### config.mk
export PLATFORM = sky130hd
export DESIGN_NAME = native_axil_master
export DESIGN_NICKNAME = d
export VERILOG_FILES = /design/src/rtl/native_axil_master.sv
export SDC_FILE = /design/constraint.sdc
export NUM_CORES = 1
export LEC_CHECK = 0
export ABC_CLOCK_PERIOD_IN_PS = 2300
export CAP_MARGIN = 20
export CORE_MARGIN = 2
export CORE_UTILIZATION = 41
export CTS_CLUSTER_SIZE = 24
export DETAILED_ROUTE_END_ITERATION = 12
export PLACE_DENSITY_LB_ADDON = 0.25
export RECOVER_POWER = 50
export SYNTH_ARGS = -nofsm -noshare
export SYNTH_HDL_FRONTEND = slang
export SYNTH_SLANG_ARGS = --single-unit
### constraint.sdc
create_clock -name clk_i -period 2.3 [get_ports clk_i]
set_input_delay 0.575 -clock clk_i [delete_from_list [all_inputs] [get_ports clk_i]]
set_output_delay 0.575 -clock clk_i [all_outputs]
set_load 0.02 [all_outputs]
### src/rtl/native_axil_master.sv
// -----------------------------------------------------------------------------
// native_axil_master
//   Bridges a simple native request/response port to an AXI4-Lite master.
//   The write channel (AW/W/B) and read channel (AR/R) are independent FSMs
//   and may both be in flight at once. Response codes pass through unchanged.
//
// Parameters
//   DATA_W       data width (32 or 64); STRB_W = DATA_W/8
//   ADDR_W       address width
//   TIMEOUT_CYC  slave-wait limit in cycles (timeout build only)
//
// Optional feature
//   NATIVE_AXIL_TIMEOUT_EN  when defined, each channel gives up after
//                           TIMEOUT_CYC cycles in a waiting state, completes
//                           with resp 2'b11 (zero read data) and sets the
//                           sticky tmo_o flag. Undefined: channels wait
//                           forever and tmo_o is tied 0.
//
// Ports
//   clk_i, rst_n_i                       clock, async active-low reset
//   wr_valid_i/wr_ready_o                native write command handshake
//   wr_addr_i, wr_data_i, wr_strb_i      write command payload
//   wr_done_o, wr_resp_o                 one-cycle completion pulse + BRESP
//   rd_req_i/rd_req_ready_o, rd_addr_i   native read command
//   rd_valid_o/rd_ready_i                read result handshake
//   rd_data_o, rd_resp_o                 read data + RRESP
//   tmo_o                                sticky timeout flag
//   m_axi_*                              AXI4-Lite master channels
// -----------------------------------------------------------------------------
module native_axil_master #(
    parameter int DATA_W      = 32,
    parameter int ADDR_W      = 8,
    parameter int TIMEOUT_CYC = 255
) (
    input  logic                  clk_i,
    input  logic                  rst_n_i,
    input  logic                  wr_valid_i,
    output logic                  wr_ready_o,
    input  logic [ADDR_W-1:0]     wr_addr_i,
    input  logic [DATA_W-1:0]     wr_data_i,
    input  logic [DATA_W/8-1:0]   wr_strb_i,
    output logic                  wr_done_o,
    output logic [1:0]            wr_resp_o,
    input  logic                  rd_req_i,
    output logic                  rd_req_ready_o,
    input  logic [ADDR_W-1:0]     rd_addr_i,
    output logic                  rd_valid_o,
    input  logic                  rd_ready_i,
    output logic [DATA_W-1:0]     rd_data_o,
    output logic [1:0]            rd_resp_o,
    output logic                  tmo_o,
    output logic [ADDR_W-1:0]     m_axi_awaddr,
    output logic                  m_axi_awvalid,
    input  logic                  m_axi_awready,
    output logic [DATA_W-1:0]     m_axi_wdata,
    output logic [DATA_W/8-1:0]   m_axi_wstrb,
    output logic                  m_axi_wvalid,
    input  logic                  m_axi_wready,
    input  logic [1:0]            m_axi_bresp,
    input  logic                  m_axi_bvalid,
    output logic                  m_axi_bready,
    output logic [ADDR_W-1:0]     m_axi_araddr,
    output logic                  m_axi_arvalid,
    input  logic                  m_axi_arready,
    input  logic [DATA_W-1:0]     m_axi_rdata,
    input  logic [1:0]            m_axi_rresp,
    input  logic                  m_axi_rvalid,
    output logic                  m_axi_rready
);
    localparam int STRB_W = DATA_W / 8;

    typedef enum logic [1:0] {W_IDLE, W_AW, W_B} w_state_t;
    typedef enum logic [1:0] {R_IDLE, R_AR, R_R, R_HOLD} r_state_t;

    w_state_t            r_w_state, w_w_state_nxt;
    r_state_t            r_r_state, w_r_state_nxt;

    logic [ADDR_W-1:0]   r_awaddr, w_awaddr_nxt;
    logic [DATA_W-1:0]   r_wdata, w_wdata_nxt;
    logic [STRB_W-1:0]   r_wstrb, w_wstrb_nxt;
    logic                r_awvalid, w_awvalid_nxt;
    logic                r_wvalid, w_wvalid_nxt;
    logic                r_bready, w_bready_nxt;
    logic                r_aw_done, w_aw_done_nxt;
    logic                r_w_done, w_w_done_nxt;
    logic                r_wr_done, w_wr_done_nxt;
    logic [1:0]          r_wr_resp, w_wr_resp_nxt;

    logic [ADDR_W-1:0]   r_araddr, w_araddr_nxt;
    logic                r_arvalid, w_arvalid_nxt;
    logic                r_rready, w_rready_nxt;
    logic                r_rd_valid, w_rd_valid_nxt;
    logic [DATA_W-1:0]   r_rd_data, w_rd_data_nxt;
    logic [1:0]          r_rd_resp, w_rd_resp_nxt;

    logic                w_aw_hs, w_w_hs;

    assign w_aw_hs = r_awvalid & m_axi_awready;
    assign w_w_hs  = r_wvalid & m_axi_wready;

`ifdef NATIVE_AXIL_TIMEOUT_EN
    localparam int CNT_W = $clog2(TIMEOUT_CYC + 1);
    logic [CNT_W-1:0]    r_w_cnt, r_r_cnt;
    logic                w_w_tmo_hit, w_r_tmo_hit;
    logic                w_wr_tmo, w_rd_tmo;
    logic                r_tmo;

    assign w_w_tmo_hit = (r_w_cnt == CNT_W'(TIMEOUT_CYC - 1));
    assign w_r_tmo_hit = (r_r_cnt == CNT_W'(TIMEOUT_CYC - 1));
    assign tmo_o       = r_tmo;
`else
    logic                w_unused_tmo;
    assign w_unused_tmo = (TIMEOUT_CYC == 0);
    assign tmo_o        = 1'b0;
`endif

    assign wr_ready_o     = (r_w_state == W_IDLE);
    assign rd_req_ready_o = (r_r_state == R_IDLE);

    assign m_axi_awaddr  = r_awaddr;
    assign m_axi_awvalid = r_awvalid;
    assign m_axi_wdata   = r_wdata;
    assign m_axi_wstrb   = r_wstrb;
    assign m_axi_wvalid  = r_wvalid;
    assign m_axi_bready  = r_bready;
    assign m_axi_araddr  = r_araddr;
    assign m_axi_arvalid = r_arvalid;
    assign m_axi_rready  = r_rready;
    assign wr_done_o     = r_wr_done;
    assign wr_resp_o     = r_wr_resp;
    assign rd_valid_o    = r_rd_valid;
    assign rd_data_o     = r_rd_data;
    assign rd_resp_o     = r_rd_resp;

    // Write FSM: next state and next register values
    always_comb begin
        w_w_state_nxt = r_w_state;
        w_awaddr_nxt  = r_awaddr;
        w_wdata_nxt   = r_wdata;
        w_wstrb_nxt   = r_wstrb;
        w_awvalid_nxt = r_awvalid;
        w_wvalid_nxt  = r_wvalid;
        w_bready_nxt  = r_bready;
        w_aw_done_nxt = r_aw_done;
        w_w_done_nxt  = r_w_done;
        w_wr_done_nxt = 1'b0;
        w_wr_resp_nxt = r_wr_resp;
`ifdef NATIVE_AXIL_TIMEOUT_EN
        w_wr_tmo      = 1'b0;
`endif
        case (r_w_state)
            W_IDLE: begin
                if (wr_valid_i) begin
                    w_awaddr_nxt  = wr_addr_i;
                    w_wdata_nxt   = wr_data_i;
                    w_wstrb_nxt   = wr_strb_i;
                    w_awvalid_nxt = 1'b1;
                    w_wvalid_nxt  = 1'b1;
                    w_aw_done_nxt = 1'b0;
                    w_w_done_nxt  = 1'b0;
                    w_w_state_nxt = W_AW;
                end
            end
            W_AW: begin
                if (w_aw_hs) begin
                    w_awvalid_nxt = 1'b0;
                    w_aw_done_nxt = 1'b1;
                end
                if (w_w_hs) begin
                    w_wvalid_nxt = 1'b0;
                    w_w_done_nxt = 1'b1;
                end
                // Count handshakes landing this cycle so AW and W may finish together
                if ((r_aw_done || w_aw_hs) && (r_w_done || w_w_hs)) begin
                    w_bready_nxt  = 1'b1;
                    w_w_state_nxt = W_B;
                end
`ifdef NATIVE_AXIL_TIMEOUT_EN
                else if (w_w_tmo_hit) begin
                    w_awvalid_nxt = 1'b0;
                    w_wvalid_nxt  = 1'b0;
                    w_wr_resp_nxt = 2'b11;
                    w_wr_done_nxt = 1'b1;
                    w_wr_tmo      = 1'b1;
                    w_w_state_nxt = W_IDLE;
                end
`endif
            end
            W_B: begin
                if (m_axi_bvalid) begin
                    w_bready_nxt  = 1'b0;
                    w_wr_resp_nxt = m_axi_bresp;
                    w_wr_done_nxt = 1'b1;
                    w_w_state_nxt = W_IDLE;
                end
`ifdef NATIVE_AXIL_TIMEOUT_EN
                else if (w_w_tmo_hit) begin
                    w_bready_nxt  = 1'b0;
                    w_wr_resp_nxt = 2'b11;
                    w_wr_done_nxt = 1'b1;
                    w_wr_tmo      = 1'b1;
                    w_w_state_nxt = W_IDLE;
                end
`endif
            end
            default: w_w_state_nxt = W_IDLE;
        endcase
    end

    // Read FSM: next state and next register values
    always_comb begin
        w_r_state_nxt  = r_r_state;
        w_araddr_nxt   = r_araddr;
        w_arvalid_nxt  = r_arvalid;
        w_rready_nxt   = r_rready;
        w_rd_valid_nxt = r_rd_valid;
        w_rd_data_nxt  = r_rd_data;
        w_rd_resp_nxt  = r_rd_resp;
`ifdef NATIVE_AXIL_TIMEOUT_EN
        w_rd_tmo       = 1'b0;
`endif
        case (r_r_state)
            R_IDLE: begin
                if (rd_req_i) begin
                    w_araddr_nxt  = rd_addr_i;
                    w_arvalid_nxt = 1'b1;
                    w_r_state_nxt = R_AR;
                end
            end
            R_AR: begin
                if (m_axi_arready) begin
                    w_arvalid_nxt = 1'b0;
                    w_rready_nxt  = 1'b1;
                    w_r_state_nxt = R_R;
                end
`ifdef NATIVE_AXIL_TIMEOUT_EN
                else if (w_r_tmo_hit) begin
                    w_arvalid_nxt  = 1'b0;
                    w_rd_valid_nxt = 1'b1;
                    w_rd_data_nxt  = '0;
                    w_rd_resp_nxt  = 2'b11;
                    w_rd_tmo       = 1'b1;
                    w_r_state_nxt  = R_HOLD;
                end
`endif
            end
            R_R: begin
                if (m_axi_rvalid) begin
                    w_rready_nxt   = 1'b0;
                    w_rd_valid_nxt = 1'b1;
                    w_rd_data_nxt  = m_axi_rdata;
                    w_rd_resp_nxt  = m_axi_rresp;
                    w_r_state_nxt  = R_HOLD;
                end
`ifdef NATIVE_AXIL_TIMEOUT_EN
                else if (w_r_tmo_hit) begin
                    w_rready_nxt   = 1'b0;
                    w_rd_valid_nxt = 1'b1;
                    w_rd_data_nxt  = '0;
                    w_rd_resp_nxt  = 2'b11;
                    w_rd_tmo       = 1'b1;
                    w_r_state_nxt  = R_HOLD;
                end
`endif
            end
            R_HOLD: begin
                if (rd_ready_i) begin
                    w_rd_valid_nxt = 1'b0;
                    w_r_state_nxt  = R_IDLE;
                end
            end
            default: w_r_state_nxt = R_IDLE;
        endcase
    end

    always_ff @(posedge clk_i or negedge rst_n_i) begin
        if (!rst_n_i) begin
            r_w_state  <= W_IDLE;
            r_awaddr   <= '0;
            r_wdata    <= '0;
            r_wstrb    <= '0;
            r_awvalid  <= 1'b0;
            r_wvalid   <= 1'b0;
            r_bready   <= 1'b0;
            r_aw_done  <= 1'b0;
            r_w_done   <= 1'b0;
            r_wr_done  <= 1'b0;
            r_wr_resp  <= 2'b00;
            r_r_state  <= R_IDLE;
            r_araddr   <= '0;
            r_arvalid  <= 1'b0;
            r_rready   <= 1'b0;
            r_rd_valid <= 1'b0;
            r_rd_data  <= '0;
            r_rd_resp  <= 2'b00;
        end else begin
            r_w_state  <= w_w_state_nxt;
            r_awaddr   <= w_awaddr_nxt;
            r_wdata    <= w_wdata_nxt;
            r_wstrb    <= w_wstrb_nxt;
            r_awvalid  <= w_awvalid_nxt;
            r_wvalid   <= w_wvalid_nxt;
            r_bready   <= w_bready_nxt;
            r_aw_done  <= w_aw_done_nxt;
            r_w_done   <= w_w_done_nxt;
            r_wr_done  <= w_wr_done_nxt;
            r_wr_resp  <= w_wr_resp_nxt;
            r_r_state  <= w_r_state_nxt;
            r_araddr   <= w_araddr_nxt;
            r_arvalid  <= w_arvalid_nxt;
            r_rready   <= w_rready_nxt;
            r_rd_valid <= w_rd_valid_nxt;
            r_rd_data  <= w_rd_data_nxt;
            r_rd_resp  <= w_rd_resp_nxt;
        end
    end

`ifdef NATIVE_AXIL_TIMEOUT_EN
    // Wait counters restart on every state change and idle in IDLE/R_HOLD
    always_ff @(posedge clk_i or negedge rst_n_i) begin
        if (!rst_n_i) begin
            r_w_cnt <= '0;
            r_r_cnt <= '0;
            r_tmo   <= 1'b0;
        end else begin
            if (r_w_state == W_IDLE || w_w_state_nxt != r_w_state)
                r_w_cnt <= '0;
            else
                r_w_cnt <= r_w_cnt + 1'b1;
            if (r_r_state == R_IDLE || r_r_state == R_HOLD || w_r_state_nxt != r_r_state)
                r_r_cnt <= '0;
            else
                r_r_cnt <= r_r_cnt + 1'b1;
            r_tmo <= r_tmo | w_wr_tmo | w_rd_tmo;
        end
    end
`endif

endmodule

==> results.cfg <==
[cts]
cts_buffers = 9
cts_tree = built
clk_latency_ns = 0.37
clock_path_buffers = 2
cts_root_buf = clkbuf_8
cts.reportedPaths.clkPinSlew_ns = 0.09
cts_setup_buffers = 0
cts_hold_buffers = 0
cts_htree_levels = 3
clock_sinks = 101

[global_routing]
overflow = 0
grtUsageTotal = 0.1802
grt_pass1_wl_microns = 15470
first_global_vias = 2978
antenna_found_initial = 0
grt_start_max_net_pins = 102

[timing]
holdWs_ns = 0.4939
timing.final.ws_setup_ns = 0.1281
rsz0062_at_grt = no
setup_violations = 0
fmax_ghz = 0.4604
drv_slew = 0
max_slew_margin = 0.07433
period_needed_ns = 2.172
skew_ns = 0.01143
tightest_slew_ns = 1.389
finalSetupTns_ns = 0
period_share = 0.9443
finalHoldViolations = 0

[yosys]
synth_ff_type = dfrtp_1
synth_area_per_cell_sq_um = 16.22
ys_types = 29
yosysSeqAreaShare = 0.5992
syn-cell-area_sq_um = 4218
yosysWarnings = 0
async_flop_share = 1.000
synth-seq-cells = 101
synth_edf_count = 0
syn_inst = 260
syn_nets = 363

[cells_and_area]
antenna_cells = 0
finalNetCount = 562
mostFrequentLayoutCell = clkdlybuf4s50_1
final_cell_mix = clkdlybuf4s50_1, dfrtp_1, mux2_2
syn_to_final_growth_pct = 50.34
drive_gt1_frac = 0.2047
final_util = 0.6254

[route]
drt-wirelength-per-cell_microns = 15.73
drtIter0Drc = 85
route.detailed.drc = 0
drtPass1Iterations = 4
vias = 2790
viasPerCell = 4.650
wl_microns = 9436
ant_nets = 0

[setup_path]
r2r_start = r_r_state[0]
crit_arrival_ns = 1.60
crit_path_start = r_w_state[0]
crit_fanout = 10
cp-end-kind = primary output
cp.required_ns = 1.73
critPathKind = reg2out
critPathLaunchType = flop

[die]
die-area_sq_um = 11110
die_y_microns = 105.4
coreArea_sq_um = 10140
die_w_microns = 105.4
start_util = 0.4160
rows = 37
ios = 196

[run_status]
outcome = finished, final reports clean

[placed_design]
place_congestion = 0.7339
post-place-ws_ns = 0.2242
place_hpwl_microns = 6809
io_buffers = 194

[hold_path]
hp-class = reg2reg
min_from = m_axi_wstrb[0]

[power_and_ir_drop]
leakagePower_nw = 2.716
p_total_mw = 9.168
p_per_area_nw_per_um2 = 1446
ir_drop_v = 0.0006334

[flow_run]
maxCapViolations = 0
logic make-up (layout without fill, tap and decap cells):
| group | after synthesis | after routing | synth area share |
|---|---|---|---|
| compound gates | 19 | 19 | 0.03115 |
| fa+ha+maj | 5 | 5 | 0.01483 |
| buf+inv | 20 | 224 | 0.04153 |
| flops | 101 | 101 | 0.5992 |
| mux | 92 | 92 | 0.2824 |
| other cells | 1 | 1 | 0.0008891 |
| simple gates | 22 | 22 | 0.02996 |
synthesized netlist by cell type, types with 3 or more instances:
master   number  area [sq um]
inv_1         8         30.03
a21oi_1       5         25.02
mux2_2       48         540.5
buf_2         3         15.01
mux2_4       42         630.6
dfrtp_1     101          2527
nor2_1        7         26.28
o21ai_0       8         40.04
buf_12        5         100.1
ha_1          5         62.56
nand2_1       3         11.26
nor2b_1       3         18.77
path summary, 6_finish.rpt:
check                             endpoint  slack [ns]  depth (start not counted)
setup / recovery                wr_ready_o        0.13                          2
hold / removal              m_axi_wstrb[0]        0.49                          1
setup reg to reg             rd_data_o[25]        0.32                          5
hold reg to reg             m_axi_wstrb[0]        0.49                          1
max in group asynchronous     r_w_state[1]        0.67                          2
min in group asynchronous  m_axi_wdata[23]        0.58                          2
timing repair:
action	CTS	global route
hold endpoints to repair	0	0
setup endpoints to repair	1	1
gates resized for setup	1	1
report_power, final:
group,internal [mW],switching [mW],total (mW)
Combinational,2.63,2.15,4.78
Clock,0.587,0.597,1.18
Sequential,2.68,0.519,3.20
layer usage:
metal / vias to the layer above / GRT usage / share of wire
met3: 20 / 0.04576 / 0.056
met5: - / 0 / 0
li1: 1295 / - / -
met1: 1373 / 0.2169 / 0.41
met4: 0 / 0.1076 / 0.034
met2: 102 / 0.2912 / 0.50
sequential cells by signal, summed over array words and instances, names as in the netlist:
name,flops
m_axi_araddr,8
m_axi_arvalid,1
m_axi_awaddr,8
m_axi_awvalid,1
m_axi_bready,1
m_axi_rready,1
m_axi_wdata,32
m_axi_wstrb,4
m_axi_wvalid,1
r_aw_done,1
r_r_state,2
r_w_done,1
r_w_state,2
rd_data_o,32
rd_resp_o,2
rd_valid_o,1
wr_done_o,1
wr_resp_o,2
layout make-up:
type	instances	area, sq um
clock buffer	12	165.2
clock inverter	4	45.04
fill	763	3797
inverter	9	33.78
multi-input combinational	139	1429
sequential	101	2529
tap	136	170.2
timing repair buffer	199	1969
metrics by stage:
step                      area, sq um  instances
after floorplan                  4218        260
after global placement           6261        584
after detailed placement         6261        584
after CTS                        6470        600
after global routing             6341        600
final                            6341        600
worst max-delay path, cell delays in order (launching register included):
cell and delay [ns]:
dfrtp_1 0.50, nor2_4 0.13, clkdlybuf4s50_1 0.61
Power figures use the tool's default switching activity.
